$ cat config.mk
export PLATFORM = sky130hd
export DESIGN_NAME = vlsu_load_meta_sched
export DESIGN_NICKNAME = d
export VERILOG_FILES = /design/src/rtl/vlsu_load_meta_sched.sv
export SDC_FILE = /design/constraint.sdc
export NUM_CORES = 1
export LEC_CHECK = 0
export ABC_CLOCK_PERIOD_IN_PS = 5800
export CAP_MARGIN = 20
export CORE_UTILIZATION = 34
export DETAILED_ROUTE_END_ITERATION = 6
export PLACE_DENSITY = 0.66
export SLEW_MARGIN = 20
export SYNTH_ARGS = -nofsm -noshare
export SYNTH_HDL_FRONTEND = slang
export SYNTH_SLANG_ARGS = --single-unit
$ cat constraint.sdc
create_clock -name clk_i -period 5.8 [get_ports clk_i]
set_input_delay 0.58 -clock clk_i [delete_from_list [all_inputs] [get_ports clk_i]]
set_output_delay 0.58 -clock clk_i [all_outputs]
set_load 0.01 [all_outputs]
$ cat src/rtl/vlsu_load_meta_sched.sv
// vlsu_load_meta_sched: VLSU load front-end; allocates request IDs, computes commit count, forks meta to seq/shuffle stages.
// meta_o = {req_id, mode, sew, vd, vstart, vm, cmt_cnt}; define VLSU_SCHED_PERF_EN to add issue/stall counters.
module vlsu_load_meta_sched #(
  parameter int NrExits = 4,
  parameter int DLEN = 256,
  parameter int MaxReqs = 8,
  parameter int VlBits = 16,
  localparam int ReqIdBits = $clog2(MaxReqs),
  localparam int MetaBits = ReqIdBits + 2 * VlBits + 12
) (
  input  logic                 clk_i,
  input  logic                 rst_i,
  input  logic                 req_valid_i,
  output logic                 req_ready_o,
  input  logic [VlBits-1:0]    req_vl_i,
  input  logic [VlBits-1:0]    req_vstart_i,
  input  logic [1:0]           req_sew_i,
  input  logic [5:0]           req_vd_i,
  input  logic                 req_vm_i,
  input  logic [2:0]           req_mode_i,
  output logic                 seq_meta_valid_o,
  input  logic                 seq_meta_ready_i,
  output logic                 shf_meta_valid_o,
  input  logic                 shf_meta_ready_i,
  output logic [MetaBits-1:0]  meta_o,
  input  logic [MaxReqs-1:0]   vinsn_done_i,
  output logic                 done_valid_o,
  output logic [ReqIdBits-1:0] done_id_o,
  output logic [MaxReqs-1:0]   busy_o,
  output logic                 err_o
`ifdef VLSU_SCHED_PERF_EN
  ,
  output logic [31:0]          perf_issued_o,
  output logic [31:0]          perf_stall_o
`endif
);
  localparam int CmtSh = $clog2(NrExits * DLEN / 8);
  typedef enum logic [1:0] {IDLE, CALC, ISSUE} state_e;
  state_e state;
  logic [MaxReqs-1:0] busy, alloc_mask, ret_mask, zl_mask;
  logic [ReqIdBits-1:0] id_q, free_id, ret_id;
  logic [VlBits-1:0] vl_q, vstart_q, cmt_q, cmt_nxt;
  logic [2:0] mode_q;
  logic [1:0] sew_q;
  logic [5:0] vd_q;
  logic vm_q, accept, ret_ok, zero_len, zl_done, issue_done;
  logic [VlBits+2:0] bytes, beats;
  assign busy_o = busy;
  assign req_ready_o = state == IDLE && !(&busy);
  assign accept = req_valid_i && req_ready_o;
  assign meta_o = {id_q, mode_q, sew_q, vd_q, vstart_q, vm_q, cmt_q};
  assign bytes = {3'b000, vl_q - vstart_q} << sew_q;
  assign beats = (bytes >> CmtSh) + (VlBits+3)'(|bytes[CmtSh-1:0]);
  assign cmt_nxt = VlBits'(beats - (VlBits+3)'(1));
  assign zero_len = vl_q <= vstart_q;
  assign ret_ok = $onehot(vinsn_done_i) && |(vinsn_done_i & busy);
  assign ret_mask = ret_ok ? vinsn_done_i : '0;
  // a retirement response takes the done port; a zero-length completion waits a cycle in CALC
  assign zl_done = state == CALC && zero_len && !ret_ok;
  assign zl_mask = MaxReqs'(zl_done) << id_q;
  assign alloc_mask = MaxReqs'(accept) << free_id;
  assign issue_done = state == ISSUE && (!seq_meta_valid_o || seq_meta_ready_i) && (!shf_meta_valid_o || shf_meta_ready_i);
  always_comb begin
    free_id = '0;
    ret_id = '0;
    for (int i = MaxReqs - 1; i >= 0; i--) begin
      if (!busy[i]) free_id = ReqIdBits'(i);
      if (vinsn_done_i[i]) ret_id = ReqIdBits'(i);
    end
  end
  always_ff @(posedge clk_i or posedge rst_i) begin
    if (rst_i) begin
      state <= IDLE;
      busy <= '0;
      id_q <= '0;
      vl_q <= '0;
      vstart_q <= '0;
      cmt_q <= '0;
      mode_q <= '0;
      sew_q <= '0;
      vd_q <= '0;
      vm_q <= 1'b0;
      seq_meta_valid_o <= 1'b0;
      shf_meta_valid_o <= 1'b0;
      done_valid_o <= 1'b0;
      done_id_o <= '0;
      err_o <= 1'b0;
    end else begin
      busy <= (busy & ~ret_mask & ~zl_mask) | alloc_mask;
      err_o <= err_o | ((|vinsn_done_i) & !ret_ok);
      done_valid_o <= ret_ok || zl_done;
      done_id_o <= ret_ok ? ret_id : id_q;
      if (accept) begin
        id_q <= free_id;
        vl_q <= req_vl_i;
        vstart_q <= req_vstart_i;
        sew_q <= req_sew_i;
        vd_q <= req_vd_i;
        vm_q <= req_vm_i;
        mode_q <= req_mode_i;
        state <= CALC;
      end
      if (state == CALC) begin
        cmt_q <= cmt_nxt;
        if (!zero_len) begin
          state <= ISSUE;
          seq_meta_valid_o <= 1'b1;
          shf_meta_valid_o <= 1'b1;
        end else if (zl_done) begin
          state <= IDLE;
        end
      end
      if (state == ISSUE) begin
        seq_meta_valid_o <= seq_meta_valid_o && !seq_meta_ready_i;
        shf_meta_valid_o <= shf_meta_valid_o && !shf_meta_ready_i;
        if (issue_done) state <= IDLE;
      end
    end
  end
`ifdef VLSU_SCHED_PERF_EN
  always_ff @(posedge clk_i or posedge rst_i) begin
    if (rst_i) begin
      perf_issued_o <= '0;
      perf_stall_o <= '0;
    end else begin
      if (issue_done && !(&perf_issued_o)) perf_issued_o <= perf_issued_o + 32'd1;
      if (req_valid_i && !req_ready_o && !(&perf_stall_o)) perf_stall_o <= perf_stall_o + 32'd1;
    end
  end
`endif
endmodule

==> impl_metrics.env, run 1 <==
export IMPL_hold_slack_ns=0.467
export IMPL_power_leakage_nw=2.87
export IMPL_cp_data_arrival_time_ns=4.82
export IMPL_vias_per_cell=5.37
export IMPL_rsz0062_at_grt="no"
export IMPL_hold_viol=0
export IMPL_fin_nets=754
export IMPL_globalplace_congestion=0.867
export IMPL_maxSlewViolCount=0
export IMPL_fin_total_pwr_mw=4.95
export IMPL_hold_path_cell_count=1
export IMPL_tightest_slew_ns=0.870
export IMPL_ant_nets=0
export IMPL_antenna_found_initial=0
export IMPL_worstPathMaxFanout=6
export IMPL_grt_start_max_net_pins=79
export IMPL_path_class="in2reg"
export IMPL_use_met3_pct=3.89
export IMPL_clkSinkCount=78
export IMPL_gr_max_usage_layer="met2"
export IMPL_place_inst=840
export IMPL_finClkSkew_ns=0.00764
export IMPL_endpoint_kind="flip-flop"
export IMPL_startpoint_type="primary input"
export IMPL_final_period_utilization_pct=79.2
export IMPL_irDropWorstVdd_mv=0.272
export IMPL_clk_latency_ns=0.35
export IMPL_drtIter0Drc=286
export IMPL_status="finished with violations"
export IMPL_core_area_um2=14700
export IMPL_syn_inst=557
export IMPL_power_density_nw_per_um2=723
export IMPL_htreeDepth=3
export IMPL_synth_fp_nets=644
export IMPL_io_pins=120
export IMPL_ys_warnings_count=0
export IMPL_die_area_um2=15700
export IMPL_ys_seq_area_share_pct=37.6
export IMPL_num_rows=44
export IMPL_final_cells=856
export IMPL_dpl_hpwl_um=9990
export IMPL_wirelength_um=13400
export IMPL_postCtsSetupBuffers=0
export IMPL_synth_edf_count=0
export IMPL_post_cts_resized=0
export IMPL_drc=5
export IMPL_cap_violations=0
export IMPL_gr_total_overflow=0
export IMPL_gr_usage_met2_pct=28.4
export IMPL_crit_required_ns=6.02
export IMPL_synth_ff_type="dfrtp_1"
export IMPL_violations="DRC"
export IMPL_cts_buffers=9
export IMPL_max_freq_ghz=0.218
export IMPL_met1_usage_pct=23.4
export IMPL_root_buffer="clkbuf_16"
export IMPL_syn_area_um2=5180
export IMPL_grt_usage_pct=17.9
export IMPL_ys_types=72
export IMPL_dr_pass1_iters=6
export IMPL_synthArstFlopShare_pct=100
export IMPL_die_w_um=125
export IMPL_dp_slack_ns=0.858
export IMPL_clk_pin_slew_ns=0.06
export IMPL_cts_tree="done"
export IMPL_ctsHoldBuffers=0
export IMPL_clockBufferDepth=2
export IMPL_fin_tns_setup_ns=0
export IMPL_post_drt_wl_per_cell_um=15.6
export IMPL_vias=4594
export IMPL_die_h_um=125
export IMPL_grt_pass1_wl_um=22600
export IMPL_numPortBuffers=119
export IMPL_area_growth_syn_to_layout_pct=31.9
export IMPL_drive_gt1_share_pct=12.2
export IMPL_grt_pass1_vias=4589
export IMPL_setup_viol=0
export IMPL_n_antenna_cell=0
export IMPL_ys_seq_elements=78
export IMPL_worst_hold_path_type="reg2reg"
export IMPL_relSlewSlack_pct=41.9
export IMPL_avgSynthCellArea_um2=9.31
export IMPL_period_needed_ns=4.59
export IMPL_setup_ws_ns=1.21
export IMPL_start_util_pct=35.3
export IMPL_reg2reg_depth=16
## cells in the mapped netlist (5+ instances only)
library cell  count  area share, %
a211oi_1          7            1.0
a21o_1            8            1.2
a21oi_1          25            2.4
a31oi_1           7           0.84
and2_1            8           0.97
and3_1            8           0.97
clkbuf_1         15            1.1
dfrtp_1          78             38
fa_1              5            1.9
ha_1             25            6.0
inv_1            39            2.8
mux2_2           45            9.8
nand2_1          61            4.4
nand2b_1          9            1.1
nand3_1          11            1.1
nand4_1           6           0.72
nor2_1           42            3.0
nor3_1            6           0.58
o211ai_1          6           0.87
o21ai_0          31            3.0
o22ai_1           8           0.97
or3_1             5           0.60
xnor2_1           9            1.5
## worst paths after layout
check / slack [ns] / to / startpoint
setup / recovery: 1.21 / busy_o[0] / vinsn_done_i[0]
hold / removal: 0.47 / err_o / err_o
setup reg to reg: 1.96 / cmt_q[10] / vl_q[0]
hold reg to reg: 0.47 / err_o / err_o
max in group asynchronous: 4.57 / cmt_q[0] / rst_i
min in group asynchronous: 0.76 / vl_q[15] / rst_i
## logic make-up (layout without fill, tap and decap cells)
kind of cell             after synthesis  count (layout)  synth area share [%]
AO/OA/AOI/OAI                        151             151                  20.7
XOR/XNOR                              12              12                  2.03
adder cells (fa/ha/maj)               30              30                  7.96
buffers and inverters                 62             177                  4.73
flip-flops                            78              78                  37.6
multiplexers                          49              49                  10.6
AND/OR/NAND/NOR                      175             175                  16.3
## state kept, by name (all words and copies together) (netlist names), 2 cells and up
name and cells:
busy_o 8, cmt_q 14, done_id_o 3, id_q 3, mode_q 3, sew_q 2
state 2, vd_q 6, vl_q 16, vstart_q 16
## final cells by class
type / count / area, µm²
fill: 1396 / 7860
multi-input combinational: 417 / 2990
sequential: 78 / 1950
timing repair buffer: 122 / 1220
clock buffer: 11 / 243
tap: 184 / 230
inverter: 39 / 148
clock inverter: 5 / 58.8
## power by group
| part | internal (mW) | switching, mW |
|---|---|---|
| logic | 1.50 | 1.85 |
| clock network | 0.345 | 0.229 |
| registers | 0.794 | 0.236 |
## per-stage QoR
stage	area [µm²]	util, %
after global placement	6530	44.5
after floorplan	5180	-
after global routing	6840	46.5
after CTS	6840	46.5
after detailed placement	6530	44.5
final	6840	46.5
## critical path, stage by stage
cell and delay (ns):
clkdlybuf4s50_1 0.56, inv_1 0.11, fa_1 0.57, fa_1 0.44, fa_1 0.44, inv_1 0.07, ha_1 0.17, inv_1 0.06
fa_1 0.37, nor2b_1 0.14, a31oi_1 0.19, nor2_1 0.09, nand2_1 0.09, nand2_1 0.15, or3_1 0.44, o311ai_1 0.23
o21ai_0 0.12
## layer usage
layer	share of wire [%]	wire (µm)
met1	46	6170
met2	47	6240
met3	5.7	761
met4	1.6	216
met5	0	0
## placed cells by master, fill, tap and decap left out, types with 3 or more instances in the layout
master and instances:
nor2b_1 3, a31oi_1 7, mux2_2 45, and3_1 8
o211ai_1 6, inv_1 38, clkdlybuf4s50_1 119, o221ai_1 3
a211oi_1 7, a32oi_1 3, nor3_1 6, o21a_1 4
nand2_1 60, o21ai_0 31, a21oi_1 25, and2_1 8
clkbuf_16 9, xnor2_1 9, o211a_1 3, fa_1 5
dfrtp_1 78, a22oi_1 4, o31a_1 3, a21o_1 8
or2_2 3, nand4_1 6, o22ai_1 8, a211o_1 3
nand2b_1 9, nor2_1 42, or3_1 5, nand3_1 11
xor2_1 3, a2111o_1 3, ha_1 25, nor4b_1 4
mux2i_1 3, a2111oi_0 3
(Power assumes the default switching activity.)
==> inputs of run 2 (changes only) <==
--- a/config.mk
+++ b/config.mk
@@ -5,7 +5,7 @@
 export SDC_FILE = /design/constraint.sdc
 export NUM_CORES = 1
 export LEC_CHECK = 0
-export ABC_CLOCK_PERIOD_IN_PS = 5800
+export ABC_CLOCK_PERIOD_IN_PS = 4250
 export CAP_MARGIN = 20
 export CORE_UTILIZATION = 34
 export DETAILED_ROUTE_END_ITERATION = 6
==> constraint.sdc (replaced) <==
create_clock -name clk_i -period 4.25 [get_ports clk_i]
set_input_delay 0.425 -clock clk_i [delete_from_list [all_inputs] [get_ports clk_i]]
set_output_delay 0.425 -clock clk_i [all_outputs]
set_load 0.01 [all_outputs]
==> impl_metrics.env, run 2 (same netlist as run 1, synthesis figures left out) <==
export IMPL_clk_latency_ns=0.34
export IMPL_grt_pass1_wl_um=23100
export IMPL_ant_nets=0
export IMPL_clkSinkCount=78
export IMPL_crit_required_ns=4.47
export IMPL_maxSlewViolCount=0
export IMPL_relSlewSlack_pct=40.8
export IMPL_power_density_nw_per_um2=987
export IMPL_path_class="in2reg"
export IMPL_cp_data_arrival_time_ns=4.26
export IMPL_setup_ws_ns=0.208
export IMPL_finClkSkew_ns=0.00408
export IMPL_htreeDepth=3
export IMPL_numPortBuffers=119
export IMPL_die_area_um2=15700
export IMPL_hold_viol=0
export IMPL_cap_violations=0
export IMPL_switching_share_pct=46.2
export IMPL_clockBufferDepth=2
export IMPL_period_needed_ns=4.04
export IMPL_antenna_found_initial=0
export IMPL_place_area_um2=6620
export IMPL_vias=4662
export IMPL_core_area_um2=14700
export IMPL_status="finished with violations"
export IMPL_worstPathMaxFanout=3
export IMPL_hold_slack_ns=0.461
export IMPL_wirelength_um=13500
export IMPL_startpoint_type="primary input"
export IMPL_timing_rr_end="cmt_q[10]"
export IMPL_worst_hold_path_type="in2async"
export IMPL_grt_usage_pct=18.1
export IMPL_area_growth_syn_to_layout_pct=34.7
export IMPL_fillers=1365
export IMPL_reg_largest_list="vl_q: 16 flops, vstart_q: 16 flops, cmt_q: 14 flops"
export IMPL_drtIter0Drc=243
export IMPL_switchingPower_mw=3.18
export IMPL_rr_startpoint="vl_q[0]"
export IMPL_dp_slack_ns=-0.225
export IMPL_setup_viol=0
export IMPL_vias_per_cell=5.36
export IMPL_die_h_um=125
export IMPL_start_util_pct=35.3
export IMPL_cts_tree="done"
export IMPL_n_antenna_cell=0
export IMPL_grt_pass1_vias=4675
export IMPL_tightest_slew_ns=0.876
export IMPL_endpoint_kind="flip-flop"
export IMPL_ctsHoldBuffers=0
export IMPL_io_pins=120
export IMPL_grt_start_max_net_pins=43
export IMPL_post_drt_wl_per_cell_um=15.6
export IMPL_drc=5
export IMPL_irDropWorstVdd_mv=0.393
export IMPL_drive_gt1_share_pct=15.3
export IMPL_reg2reg_depth=16
export IMPL_final_period_utilization_pct=95.1
export IMPL_final_cell_mix="117 x clkdlybuf4s50_1, 78 x dfrtp_1, 60 x nand2_1, 45 x mux2_2, 41 x nor2_1"
export IMPL_die_w_um=125
export IMPL_cts_buffers=9
export IMPL_p_seq_share_pct=20.0
export IMPL_root_buffer="clkbuf_16"
export IMPL_r2r_slack_ns=0.43
export IMPL_max_freq_ghz=0.247
export IMPL_power_leakage_nw=2.95
export IMPL_mostFrequentLayoutCell="clkdlybuf4s50_1"
export IMPL_dpl_hpwl_um=10400
export IMPL_p_int_mw=3.71
export IMPL_gr_total_overflow=0
export IMPL_comb_power_share_pct=67.9
export IMPL_fin_nets=767
export IMPL_fin_util_pct=47.5
export IMPL_fin_total_pwr_mw=6.89
export IMPL_violations="DRC"
export IMPL_num_rows=44
export IMPL_clockPowerShare_pct=12.0
export IMPL_clk_pin_slew_ns=0.06
export IMPL_dr_pass1_iters=7
export IMPL_stdcell_area_um2=6980
export IMPL_globalplace_congestion=0.893
## run 2: worst max-delay path, stage by stage
cell,delay [ns]
clkdlybuf4s50_1,0.49
inv_2,0.05
fa_2,0.55
fa_1,0.44
fa_1,0.44
inv_1,0.07
ha_2,0.16
inv_1,0.05
fa_2,0.32
nor2b_1,0.13
a31oi_1,0.18
nor2_1,0.08
nand2_1,0.10
nand2_1,0.08
or3_4,0.34
buf_4,0.16
nor2_1,0.10
o22ai_1,0.09
## run 2: worst max-delay path by stage
stage                          from  cells past startpoint  slack, ns   endpoint
floorplan           vinsn_done_i[0]                     16       0.37  busy_o[0]
global placement    vinsn_done_i[0]                     17      -0.17  busy_o[0]
finish              vinsn_done_i[0]                     18       0.21  busy_o[4]
global route        vinsn_done_i[0]                     18     -0.005  busy_o[6]
CTS                 vinsn_done_i[0]                     17       0.14  busy_o[0]
detailed placement  vinsn_done_i[0]                     18      -0.22  busy_o[4]
## run 2: metrics by stage
stage          instances  setup TNS (ns)
2_1_floorplan        557               0
3_5_place_dp         852           -1.31
6_report             869               0
4_1_cts              868               0
3_3_place_gp         852          -0.763
5_1_grt              869         -0.0103
## run 2: routing by layer
layer  wire (µm)  share of wire (%)  track usage [%]
met5           0                  0                0
met4         277                2.0             6.53
met3         825                6.1             3.81
met2        6210                 46             28.8
met1        6230                 46             24.3
## run 2: power groups by stage
stage	Clock, mW	Combinational, mW	Sequential (mW)
floorplan	0	3.17	1.40
global route	0.885	5.20	1.43
detailed placement	0	4.59	1.39
finish	0.829	4.68	1.38
CTS	0.855	4.63	1.38
global placement	0	4.49	1.37
## run 2: final cells by class
type                    instances  area (µm²)  area share (%)
repair buffers                135        1320            18.9
inverters                      39         148            2.11
multi-input cells             417        3010            43.2
well taps                     184         230            3.30
flip-flops and latches         78        1950            28.0
clock inverters                 7        97.6            1.40
clock buffers                   9         225            3.23
## run 2: timing repair
item / 4_1_cts / 5_1_grt
hold endpoints to repair: 0 / 0
buffers inserted: 0 / 1
setup endpoints to repair: 0 / 9
resized for setup: 0 / 12
